$ cat src/rtl/jk_cmd_sequencer.sv
// jk_cmd_sequencer: queues {op,len} commands in a small FIFO and replays
// each one as a registered J/K drive for len+1 cycles.
//
// Ports:
//   clk, reset      - clock, asynchronous active-high reset
//   cmd_valid/ready - upstream handshake, push when both high
//   cmd_op[1:0]     - 00 hold, 01 reset, 10 set, 11 toggle
//   cmd_len[3:0]    - command is applied for cmd_len+1 cycles
//   J, K            - registered drive to the downstream JK flip-flop
//   busy            - high while a command is being applied
//   q_in            - Q fed back from the downstream flip-flop
//   mismatch        - sticky checker flag
//
// Build option: define JKSEQ_CHECK_EN to enable the Q-prediction checker;
// without it mismatch is tied low and q_in is ignored.
module jk_cmd_sequencer #(
    parameter int DEPTH = 4
) (
    input  logic       clk,
    input  logic       reset,
    input  logic       cmd_valid,
    output logic       cmd_ready,
    input  logic [1:0] cmd_op,
    input  logic [3:0] cmd_len,
    output logic       J,
    output logic       K,
    output logic       busy,
    input  logic       q_in,
    output logic       mismatch
);

    localparam int AW = $clog2(DEPTH);
    localparam logic [AW:0] FULL_CNT = (AW+1)'(DEPTH);

    typedef enum logic {
        IDLE  = 1'b0,
        APPLY = 1'b1
    } state_t;

    // FIFO storage and bookkeeping
    logic [5:0]    mem_q [DEPTH];
    logic [AW-1:0] wptr_q, wptr_d;
    logic [AW-1:0] rptr_q, rptr_d;
    logic [AW:0]   count_q, count_d;

    // executor
    state_t        state_q, state_d;
    logic [3:0]    rem_q, rem_d;
    logic          j_q, j_d;
    logic          k_q, k_d;

    logic          push;
    logic          pop;
    logic          empty;
    logic [5:0]    head;

    assign empty = (count_q == '0);
    assign head  = mem_q[rptr_q];

    // A full FIFO refuses a push even when a pop frees a slot on the
    // same edge; the upstream simply retries next cycle.
    assign cmd_ready = (count_q != FULL_CNT);
    assign push      = cmd_valid && cmd_ready;

    always_comb begin
        wptr_d  = wptr_q;
        rptr_d  = rptr_q;
        count_d = count_q;
        if (push) begin
            wptr_d = wptr_q + 1'b1;
        end
        if (pop) begin
            rptr_d = rptr_q + 1'b1;
        end
        unique case ({push, pop})
            2'b10:   count_d = count_q + 1'b1;
            2'b01:   count_d = count_q - 1'b1;
            default: count_d = count_q;
        endcase
    end

    always_ff @(posedge clk) begin
        if (push) begin
            mem_q[wptr_q] <= {cmd_op, cmd_len};
        end
    end

    always_ff @(posedge clk or posedge reset) begin
        if (reset) begin
            wptr_q  <= '0;
            rptr_q  <= '0;
            count_q <= '0;
        end else begin
            wptr_q  <= wptr_d;
            rptr_q  <= rptr_d;
            count_q <= count_d;
        end
    end

    // FSM state register (J/K are registered outputs of the FSM)
    always_ff @(posedge clk or posedge reset) begin
        if (reset) begin
            state_q <= IDLE;
            rem_q   <= '0;
            j_q     <= 1'b0;
            k_q     <= 1'b0;
        end else begin
            state_q <= state_d;
            rem_q   <= rem_d;
            j_q     <= j_d;
            k_q     <= k_d;
        end
    end

    // FSM next state: a finishing command chains straight into the next
    // queued one so there is no idle bubble between commands.
    always_comb begin
        state_d = state_q;
        rem_d   = rem_q;
        pop     = 1'b0;
        unique case (state_q)
            IDLE: begin
                if (!empty) begin
                    pop     = 1'b1;
                    rem_d   = head[3:0];
                    state_d = APPLY;
                end
            end
            APPLY: begin
                if (rem_q != '0) begin
                    rem_d = rem_q - 1'b1;
                end else if (!empty) begin
                    pop   = 1'b1;
                    rem_d = head[3:0];
                end else begin
                    state_d = IDLE;
                end
            end
            default: state_d = IDLE;
        endcase
    end

    // FSM outputs: the op encoding is already {J,K}
    always_comb begin
        j_d  = j_q;
        k_d  = k_q;
        busy = (state_q == APPLY);
        if (pop) begin
            j_d = head[5];
            k_d = head[4];
        end else if (state_d == IDLE) begin
            j_d = 1'b0;
            k_d = 1'b0;
        end
    end

    assign J = j_q;
    assign K = k_q;

`ifdef JKSEQ_CHECK_EN
    logic pred_q;
    logic mism_q;

    // Predicted Q follows the J/K that were on the wire before the edge,
    // exactly as the downstream flip-flop sees them.
    always_ff @(posedge clk or posedge reset) begin
        if (reset) begin
            pred_q <= 1'b0;
            mism_q <= 1'b0;
        end else begin
            unique case ({j_q, k_q})
                2'b00: pred_q <= pred_q;
                2'b01: pred_q <= 1'b0;
                2'b10: pred_q <= 1'b1;
                2'b11: pred_q <= ~pred_q;
                default: pred_q <= pred_q;
            endcase
            if (q_in != pred_q) begin
                mism_q <= 1'b1;
            end
        end
    end

    assign mismatch = mism_q;
`else
    logic unused_q_in;
    assign unused_q_in = q_in;
    assign mismatch    = 1'b0;
`endif

endmodule
$ cat config.mk
export PLATFORM = sky130hd
export DESIGN_NAME = jk_cmd_sequencer
export DESIGN_NICKNAME = d
export VERILOG_FILES = /design/src/rtl/jk_cmd_sequencer.sv
export SDC_FILE = /design/constraint.sdc
export NUM_CORES = 1
export LEC_CHECK = 0
export CORE_ASPECT_RATIO = 0.6
export CORE_MARGIN = 10
export CORE_UTILIZATION = 45
export DETAILED_ROUTE_END_ITERATION = 8
export PLACE_DENSITY = 0.73
export SKIP_LAST_GASP = 1
export SLEW_MARGIN = 20
export SYNTH_ARGS = -nofsm -noshare
export SYNTH_HDL_FRONTEND = slang
export SYNTH_SLANG_ARGS = --single-unit
$ cat constraint.sdc
create_clock -name clk -period 3.1 [get_ports clk]
set_input_delay 0.62 -clock clk [delete_from_list [all_inputs] [get_ports clk]]
set_output_delay 0.62 -clock clk [all_outputs]
set_load 0.02 [all_outputs]
==> flow_summary.yaml <==
place:
  detailed_place_hpwl_um: 1920
  dp_worst_setup_slack_ns: 0.597
  portBuffers: 12
  gp_congestion: 0.701
  dpl.cell_count: 157
routing:
  drt-total-wl_um: 2710
  num_vias: 846
  detailedRoute.firstIterationViolations: 49
  vias_per_cell: 5.13
  first_pass_iters: 4
  drt.antenna.violating_nets: 0
  routed_wire_per_std_cell_um: 16.4
  drc_errors: 0
floorplanning:
  rows: 16
  fp.dieH_um: 67.0
  chipWidth_um: 98.3
  core_area_um2: 3380
  initial_core_util: 0.489
  num_io_pins: 15
  design.die.area_um2: 6580
clocking:
  clkTransAtPathRegs_ns: 0.08
  clock_sink_count: 38
  cts_root_buf: "sky130_fd_sc_hd__clkbuf_8"
  cts_tree: "yes"
  clk_latency_ns: 0.29
  cts_made_buffers: 5
  ctsResizeCount: 0
  cts_setup_buffers: 0
  htreeDepth: 2
  clk_path_buf_depth: 2
  holdBufCountCts: 0
setup_path:
  worstPathMaxFanout: 6
  critPathKind: "flip-flop to flip-flop"
  max_stage_delay_ns: 0.38
  cp_data_arrival_time_ns: 2.71
  regToRegSetupSlack_ns: 0.61
  crit_path_start_kind: "flip-flop"
  cp_cell_sequence: "inv_1, ha_1, or3b_1, nand2_1, nand2_1, inv_2, ha_1, inv_1, fa_1, xor2_1, nor2_1, xor2_1"
  crit_required_ns: 3.32
  critical_path.slowest_cell: "sky130_fd_sc_hd__dfrtp_1"
  timing.critical_path.to_type: "flip-flop"
timing:
  clock-skew-final_ns: 0.00462
  timing.final.hold_violations: 0
  timing.final.setup_violations: 0
  fin_tns_setup_ns: 0
  min_period_over_period: 0.805
  maxSlewViolCount: 0
  grt_setup_unrepaired: "no"
  relSlewSlack: 0.622
  worstMarginPinSlew_ns: 0.567
  timing.final.ws_setup_ns: 0.605
  timing.final.crit_period_ns: 2.49
  max_freq_ghz: 0.401
power_and_ir_drop:
  power_switching_share: 0.297
  intPower_mw: 1.32
  leakagePower_nw: 0.769
  worst_ir_drop_vdd_uv: 491
  clock_power_share: 0.267
  comb_power_share: 0.296
  switching_component_of_the_power_uw: 556
  power.share.sequential: 0.437
  cellPowerDensity_nw_per_um2: 965
cells_and_area:
  filler_cell_count: 273
  areaGrowthSynthToFinish_pct: 17.3
  finalNetCount: 137
  most_frequent_standard_cell_in_the_layout_excluding_fill_and_tap_cells: "sky130_fd_sc_hd__edfxtp_1"
  drive_above_1_share: 0.167
  instances_no_fill: 165
  insertedDiodeCount: 0
  mostFrequentLayoutCells: "sky130_fd_sc_hd__edfxtp_1 (24), sky130_fd_sc_hd__dfrtp_1 (14), sky130_fd_sc_hd__clkdlybuf4s50_1 (12)"
run:
  drv_cap: 0
synth:
  synth_fp_nets: 122
  synth-warning-count: 0
  synth_cell_types: 32
  syn_area_per_cell_um2: 15.9
  mappedNetlistArea_um2: 1660
  postSynthCellCount: 104
  synth_edf_count: 24
  synthArstFlopShare: 0.368
  top_flip_flop_cell_by_instance_count_after_synthesis: "sky130_fd_sc_hd__edfxtp_1"
  synth_seq_cells: 38
  yosysSeqAreaShare: 0.647
global_routing:
  grt_usage: 0.0940
  grt_antenna_before_repair: 0
  grt_start_max_net_pins: 15
  via_count_of_the_first_global_routing_pass: 930
  grt_overflow_total: 0
  first_pass_grt_wire_length_um: 4710
min_path:
  timing.hold.worst.class: "flip-flop to flip-flop"
outcome:
  status: "completed"
worst paths after layout:
path / from / endpoint / cells after the start
min in group asynchronous: reset / rptr_q[0] / 2
min reg2reg: J / J / 1
max: rem_q[0] / count_q[2] / 12
max reg2reg: rem_q[0] / count_q[2] / 12
max in group asynchronous: reset / rem_q[3] / 2
min: J / J / 1
per-stage QoR:
step	total power, mW	util	hold WS, ns	cell area (µm²)
after floorplan	1.23	-	0.472	1660
after global placement	1.36	0.533	0.492	1800
after detailed placement	1.39	0.533	0.495	1800
after CTS	1.90	0.574	0.516	1940
after global routing	2.01	0.574	0.541	1940
final	1.87	0.574	0.514	1940
sequential cells by signal, indices dropped and copies added, names as in the netlist:
name	count
J	1
K	1
busy	1
count_q	3
mem_q	24
rem_q	4
rptr_q	2
wptr_q	2
synthesized netlist by cell type, types with 2 or more instances:
cell type | count | area share
sky130_fd_sc_hd__edfxtp_1 | 24 | 0.44
sky130_fd_sc_hd__dfrtp_1 | 14 | 0.21
sky130_fd_sc_hd__inv_1 | 9 | 0.020
sky130_fd_sc_hd__ha_1 | 7 | 0.053
sky130_fd_sc_hd__mux4_2 | 6 | 0.082
sky130_fd_sc_hd__nand2_1 | 5 | 0.011
sky130_fd_sc_hd__and3_1 | 4 | 0.015
sky130_fd_sc_hd__nand3_1 | 3 | 0.0091
sky130_fd_sc_hd__nor3_1 | 3 | 0.0091
sky130_fd_sc_hd__xnor2_1 | 3 | 0.016
sky130_fd_sc_hd__xor2_1 | 3 | 0.016
sky130_fd_sc_hd__a22o_2 | 2 | 0.012
sky130_fd_sc_hd__o221a_1 | 2 | 0.014
metal layers:
metal	part of all wire	track usage
met3	0.046	0.0360
met2	0.45	0.142
met5	0	0
met1	0.49	0.116
met4	0.018	0.0480
power groups by stage:
| stage | registers (mW) | logic [mW] | clock network [mW] |
|---|---|---|---|
| floorplan | 0.782 | 0.452 | 0 |
| global placement | 0.824 | 0.538 | 0 |
| detailed placement | 0.832 | 0.562 | 0 |
| CTS | 0.823 | 0.562 | 0.511 |
| global route | 0.850 | 0.626 | 0.532 |
| finish | 0.819 | 0.554 | 0.500 |
layout make-up:
| cell class | instances | area (µm²) | area share |
|---|---|---|---|
| Sequential cell | 38 | 1070 | 0.552 |
| Multi-Input combinational cell | 52 | 519 | 0.267 |
| Timing Repair Buffer | 12 | 120 | 0.0619 |
| Clock buffer | 5 | 68.8 | 0.0354 |
| Clock inverter | 3 | 68.8 | 0.0354 |
| Tap cell | 45 | 56.3 | 0.0290 |
| Inverter | 10 | 37.5 | 0.0193 |
critical path, delay by kind of cell (launching register included):
kind / cells / cell delay, ns
simple gates: 4 / 0.72
xor+xnor: 2 / 0.29
fa+ha+maj: 3 / 0.72
buf+inv: 3 / 0.32
flops: 1 / 0.38
cell families (layout without fill, tap and decap cells):
family / count (synthesis) / count (layout) / synth area share
adders and majority gates: 8 / 8 / 0.0650
AOI/OAI and AO/OA: 7 / 7 / 0.0393
other: 1 / 1 / 0.00227
DFF: 38 / 38 / 0.647
and+or+nand+nor: 20 / 20 / 0.0650
muxes: 10 / 10 / 0.110
xor gates and xnor gates: 6 / 6 / 0.0318
buffers and inverters: 14 / 30 / 0.0393
Power figures use the tool's default switching activity.
